## config.mk

```make
export PLATFORM = sky130hd
export DESIGN_NAME = onehot_decoder
export DESIGN_NICKNAME = d
export VERILOG_FILES = /design/src/rtl/onehot_decoder.sv
export SDC_FILE = /design/constraint.sdc
export NUM_CORES = 1
export LEC_CHECK = 0
export CAP_MARGIN = 20
export CELL_PAD_IN_SITES_DETAIL_PLACEMENT = 1
export CELL_PAD_IN_SITES_GLOBAL_PLACEMENT = 2
export CORE_MARGIN = 5
export CORE_UTILIZATION = 33
export CTS_BUF_LIST = sky130_fd_sc_hd__clkbuf_4 sky130_fd_sc_hd__clkbuf_8
export CTS_CLUSTER_DIAMETER = 40
export DETAILED_ROUTE_END_ITERATION = 16
export PLACE_DENSITY = 0.86
export SLEW_MARGIN = 20
export SYNTH_ARGS = -nofsm -noshare
export SYNTH_HDL_FRONTEND = slang
export SYNTH_SLANG_ARGS = --single-unit
```

## constraint.sdc

```tcl
create_clock -name clk -period 3.1 [get_ports clk]
set_clock_uncertainty 0.1 [all_clocks]
set_input_delay 0.93 -clock clk [delete_from_list [all_inputs] [get_ports clk]]
set_output_delay 0.93 -clock clk [all_outputs]
set_load 0.05 [all_outputs]
```

## src/rtl/onehot_decoder.sv

```systemverilog
// Binary-index to one-hot decoder behind a two-entry output buffer (main + skid)
// with a registered in_ready and accept-time decode/error counters.
module onehot_decoder #(
    parameter  int DATA_WIDTH = 8,
    localparam int POS_W      = $clog2(DATA_WIDTH)
) (
    input  logic                  clk,
    input  logic                  rst_n,
    input  logic                  in_valid,
    output logic                  in_ready,
    input  logic [POS_W-1:0]      in_pos,
    input  logic                  in_nz,
    output logic                  out_valid,
    input  logic                  out_ready,
    output logic [DATA_WIDTH-1:0] out_data,
    output logic                  out_err,
    input  logic                  clr_cnt,
    output logic [15:0]           dec_cnt,
    output logic [7:0]            err_cnt,
    output logic [1:0]            dbg_state
);

    // Handshake: a word moves only in a cycle where valid && ready are both high
    // at the rising edge; in_ready depends on registered state only, never on out_ready.
    typedef enum logic [1:0] {
        ST_EMPTY = 2'd0,
        ST_ONE   = 2'd1,
        ST_TWO   = 2'd2
    } state_t;

    state_t                r_state;
    state_t                w_state_nxt;
    logic                  r_in_ready;
    logic [DATA_WIDTH-1:0] r_main_data;
    logic                  r_main_err;
    logic [DATA_WIDTH-1:0] r_skid_data;
    logic                  r_skid_err;
    logic [15:0]           r_dec_cnt;
    logic [7:0]            r_err_cnt;

    logic                  w_accept;
    logic                  w_xfer;
    logic                  w_in_range;
    logic                  w_dec_err;
    logic [DATA_WIDTH-1:0] w_dec_data;
    logic                  w_load_main;
    logic                  w_load_skid;
    logic                  w_skid_to_main;

    assign w_accept   = in_valid && r_in_ready;
    assign w_xfer     = out_valid && out_ready;
    assign w_in_range = ({1'b0, in_pos} < (POS_W+1)'(DATA_WIDTH));
    assign w_dec_err  = in_nz && !w_in_range;

    // Out-of-range indices match no bit, so the word is all-zero by construction.
    always_comb begin
        w_dec_data = '0;
        for (int i = 0; i < DATA_WIDTH; i++) begin
            if (in_nz && (in_pos == POS_W'(i))) begin
                w_dec_data[i] = 1'b1;
            end
        end
    end

    always_comb begin
        w_state_nxt    = r_state;
        w_load_main    = 1'b0;
        w_load_skid    = 1'b0;
        w_skid_to_main = 1'b0;
        case (r_state)
            ST_EMPTY: begin
                if (w_accept) begin
                    w_state_nxt = ST_ONE;
                    w_load_main = 1'b1;
                end
            end
            ST_ONE: begin
                if (w_accept && !w_xfer) begin
                    w_state_nxt = ST_TWO;
                    w_load_skid = 1'b1;
                end else if (w_accept && w_xfer) begin
                    w_load_main = 1'b1;
                end else if (w_xfer) begin
                    w_state_nxt = ST_EMPTY;
                end
            end
            ST_TWO: begin
                if (w_xfer) begin
                    w_state_nxt    = ST_ONE;
                    w_skid_to_main = 1'b1;
                end
            end
            default: w_state_nxt = ST_EMPTY;
        endcase
    end

    always_ff @(posedge clk or negedge rst_n) begin
        if (!rst_n) begin
            r_state     <= ST_EMPTY;
            r_in_ready  <= 1'b1;
            r_main_data <= '0;
            r_main_err  <= 1'b0;
            r_skid_data <= '0;
            r_skid_err  <= 1'b0;
        end else begin
            r_state    <= w_state_nxt;
            r_in_ready <= (w_state_nxt != ST_TWO);
            if (w_load_main) begin
                r_main_data <= w_dec_data;
                r_main_err  <= w_dec_err;
            end else if (w_skid_to_main) begin
                r_main_data <= r_skid_data;
                r_main_err  <= r_skid_err;
            end
            if (w_load_skid) begin
                r_skid_data <= w_dec_data;
                r_skid_err  <= w_dec_err;
            end
        end
    end

    // Counters follow accepts, so they can run ahead of the words still buffered.
    always_ff @(posedge clk or negedge rst_n) begin
        if (!rst_n) begin
            r_dec_cnt <= '0;
            r_err_cnt <= '0;
        end else if (clr_cnt) begin
            r_dec_cnt <= '0;
            r_err_cnt <= '0;
        end else begin
            if (w_accept && in_nz && w_in_range) begin
                r_dec_cnt <= r_dec_cnt + 16'd1;
            end
            if (w_accept && w_dec_err && (r_err_cnt != 8'hFF)) begin
                r_err_cnt <= r_err_cnt + 8'd1;
            end
        end
    end

    assign in_ready  = r_in_ready;
    assign out_valid = (r_state != ST_EMPTY);
    assign out_data  = r_main_data;
    assign out_err   = r_main_err;
    assign dec_cnt   = r_dec_cnt;
    assign err_cnt   = r_err_cnt;
    assign dbg_state = r_state;

endmodule

```

==> results of run 1 <==
layer usage:
metal	track usage, %	part of all wire, %	up-vias
met5	0	0	-
met4	4.983	1.3	0
met3	3.471	4.6	5
met2	22.60	47	37
met1	20.04	47	677
li1	-	-	680
worst reg2reg max path, stage by stage, from the launching register on:
cell and delay [ps]:
dfstp_2 580, nand4_1 220, nor4_4 430, and2b_1 180
mux2_1 310
where the power goes:
group	switching [mW]	internal, mW
Sequential	0.0466	0.513
Combinational	0.284	0.143
Clock	0.178	0.239
cell families (layout without fill, tap and decap cells):
kind of cell / after synthesis / after routing / synth area share, %
other: 1 / 9 / 0.2172
AO/OA/AOI/OAI: 28 / 28 / 12.54
XOR/XNOR: 9 / 9 / 4.565
adder cells (fa/ha/maj): 1 / 1 / 0.7245
buffers and inverters: 18 / 55 / 6.159
flip-flops: 35 / 35 / 50.80
multiplexers: 4 / 4 / 2.536
AND/OR/NAND/NOR: 74 / 74 / 22.47
area by class of cell:
type / instances / share of cell area, %
Inverter: 4 / 0.6590
Multi-Input combinational cell: 125 / 33.94
Clock buffer: 5 / 3.020
Tap cell: 70 / 3.844
Sequential cell: 35 / 38.50
Timing Repair Buffer: 43 / 18.12
Clock inverter: 3 / 1.922
per-stage QoR:
step                      power (mW)  util [%]
after global placement        0.9879     42.41
after CTS                      1.425     44.61
after floorplan               0.8458         -
final                          1.404     44.61
after global routing           1.483     44.61
after detailed placement      0.9975     42.41
how the worst max path moves through the flow:
stage	cells after the start	from	to	slack [ps]
2_1_floorplan	4	in_nz	dec_cnt[13]$_DFFE_PN0P_	900
3_3_place_gp	5	in_nz	dec_cnt[13]$_DFFE_PN0P_	230
3_5_place_dp	5	in_nz	dec_cnt[13]$_DFFE_PN0P_	200
4_1_cts	2	dbg_state[1]$_DFF_PN0_	out_valid	320
5_1_grt	2	dbg_state[0]$_DFF_PN0_	out_valid	250
6_report	2	dbg_state[1]$_DFF_PN0_	out_valid	340
registers in the layout (all words and copies together) (netlist names):
| signal | cells |
|---|---|
| out_data | 8 |
| dbg_state | 2 |
| dec_cnt | 16 |
| r_skid_data | 8 |
| in_ready | 1 |
cells in the mapped netlist (2+ instances only):
master / n
nor2_1: 23
xor2_1: 3
clkbuf_1: 2
a21oi_1: 6
o41ai_1: 2
mux2_1: 3
nand4_1: 5
buf_4: 10
or4_1: 2
nand2b_1: 6
inv_1: 4
a221o_1: 8
nor3_1: 4
nor2b_1: 3
xnor2_1: 6
nand3_1: 5
o31ai_1: 8
and4_1: 2
dfrtp_1: 34
nand2_1: 14
==> flow_summary.yaml, run 1 <==
setup_path:
  cp.required_ps: 2070
  endpoint_kind: "output pin"
  critPathMaxStageDelay_ps: 700
  cp.arrival_ps: 1730
  crit_chain: "or2_2 -> clkdlybuf4s50_1"
  rrSetupSlack_ps: 1170
  r2r_start: "in_ready$_DFF_PN1_"
  r2r_end: "dec_cnt[13]$_DFFE_PN0P_"
  path_buf_inv: 1
  cp_slowest_cell: "clkdlybuf4s50_1"
  cp-start-kind: "flop"
  critPathMaxFanout: 6
  crit_family: "buffers and inverters"
  path_class: "flop to output pin"
  worst_r2r_path_depth: 4
placement:
  io_buffers: 36
  place_ws_ps: 196.8
  place_area_sq_mm: 0.002166
  hpwl_mm: 3.207
  gp_congestion: 0.7564
  dp_cells: 277
logic_synthesis:
  synth_seq_cells: 35
  synth-async-reset-ratio_pct: 100.0
  syn_inst: 170
  yosysTopAreaCell: "dfrtp_1"
  synthTopCellsByArea: "dfrtp_1 49%, nor2_1 5.0%, a221o_1 4.6%, buf_4 4.3%, o31ai_1 3.5%"
  ys_types: 40
  ys.flop_type: "dfrtp_1"
  syn_area_sq_mm: 0.001727
  synth_edf_count: 0
  ys_warn_count: 0
  yosysSeqAreaShare_pct: 50.80
  synth_top_area_share_pct: 49.28
  syn_area_per_cell_sq_um: 10.16
layout:
  stdcell_count: 285
  final_layout_size_suffix_gt1_share_pct: 9.302
  design_area_sq_mm: 0.002278
  area_growth_pct: 31.96
  regArea_sq_um: 877.1
  multi_input_area_sq_um: 773.2
  final_cell_mix: "36 x clkdlybuf4s50_1, 34 x dfrtp_1, 23 x nor2_1"
  nNetsFinal: 224
  fillerInstances: 592
  diodes: 0
  final_common_cell: "clkdlybuf4s50_1"
global_route:
  antenna_found_initial: 0
  grt_overflow: 0
  grt_max_degree: 36
  grt_pass1_wl_mm: 7.548
  first_global_vias: 1466
  track_usage_pct: 14.64
floorplan:
  die_area_sq_mm: 0.006779
  num_rows: 26
  design.core.area_sq_mm: 0.005107
  ios: 46
  die_h_um: 82.34
  fp.dieW_um: 82.34
  initial_core_util_pct: 33.81
pwr:
  irDropWorstVdd_mv: 0.5102
  leakage_nw: 0.9801
  pwr_density_cell_mw_per_mm2: 616.0
cts:
  cts_made_buffers: 5
  cts.repair.resized: 0
  clk_latency_ps: 290
  cts_tree: "done"
  clk_transition_reported_paths_ps: 80
  ctsHoldBuffers: 0
  cts.root.buffer_cell: "clkbuf_8"
  clkSinkCount: 35
  cts_buffer_depth: 2
  h-tree-depth: 2
  cts_setup_buffers: 0
drt:
  drtPass1Iterations: 4
  vias_per_cell: 4.909
  ant_nets: 0
  drt_iter0_drc: 76
  route.detailed.drc: 0
  drt-wirelength-per-cell_um: 15.25
  vias: 1399
  wirelength_mm: 4.346
outcome:
  outcome: "finished clean"
min_path:
  hp-start: "r_skid_data[2]$_DFFE_PN0P_"
  hold_class: "flop to flop"
  worstHoldPathCells: 2
  min_to: "r_skid_data[2]$_DFFE_PN0P_"
sta:
  tightest_slew_ps: 513.8
  fmax_mhz: 362.2
  finalMaxSlewViolations: 0
  setup_viol: 0
  hold_viol_final: 0
  period_needed_ps: 2761
  slew_headroom_pct: 65.64
  grt_setup_unrepaired: "no"
  timing.hold.ws_ps: 383.5
  finalCritPeriodShare_pct: 89.07
  setup_ws_ps: 338.7
  setup_tns_ps: 0
run:
  drv_cap: 0
No activity file was read; power rests on OpenSTA's default activity.
==> inputs of run 2 (changes only) <==
--- a/config.mk
+++ b/config.mk
@@ -13,6 +13,7 @@
 export CTS_BUF_LIST = sky130_fd_sc_hd__clkbuf_4 sky130_fd_sc_hd__clkbuf_8
 export CTS_CLUSTER_DIAMETER = 40
 export DETAILED_ROUTE_END_ITERATION = 16
+export HOLD_SLACK_MARGIN = 0.05
 export PLACE_DENSITY = 0.86
 export SLEW_MARGIN = 20
 export SYNTH_ARGS = -nofsm -noshare
==> results of run 2 <==
Same layout as run 1: the final DEF is identical, and so are final timing and power.
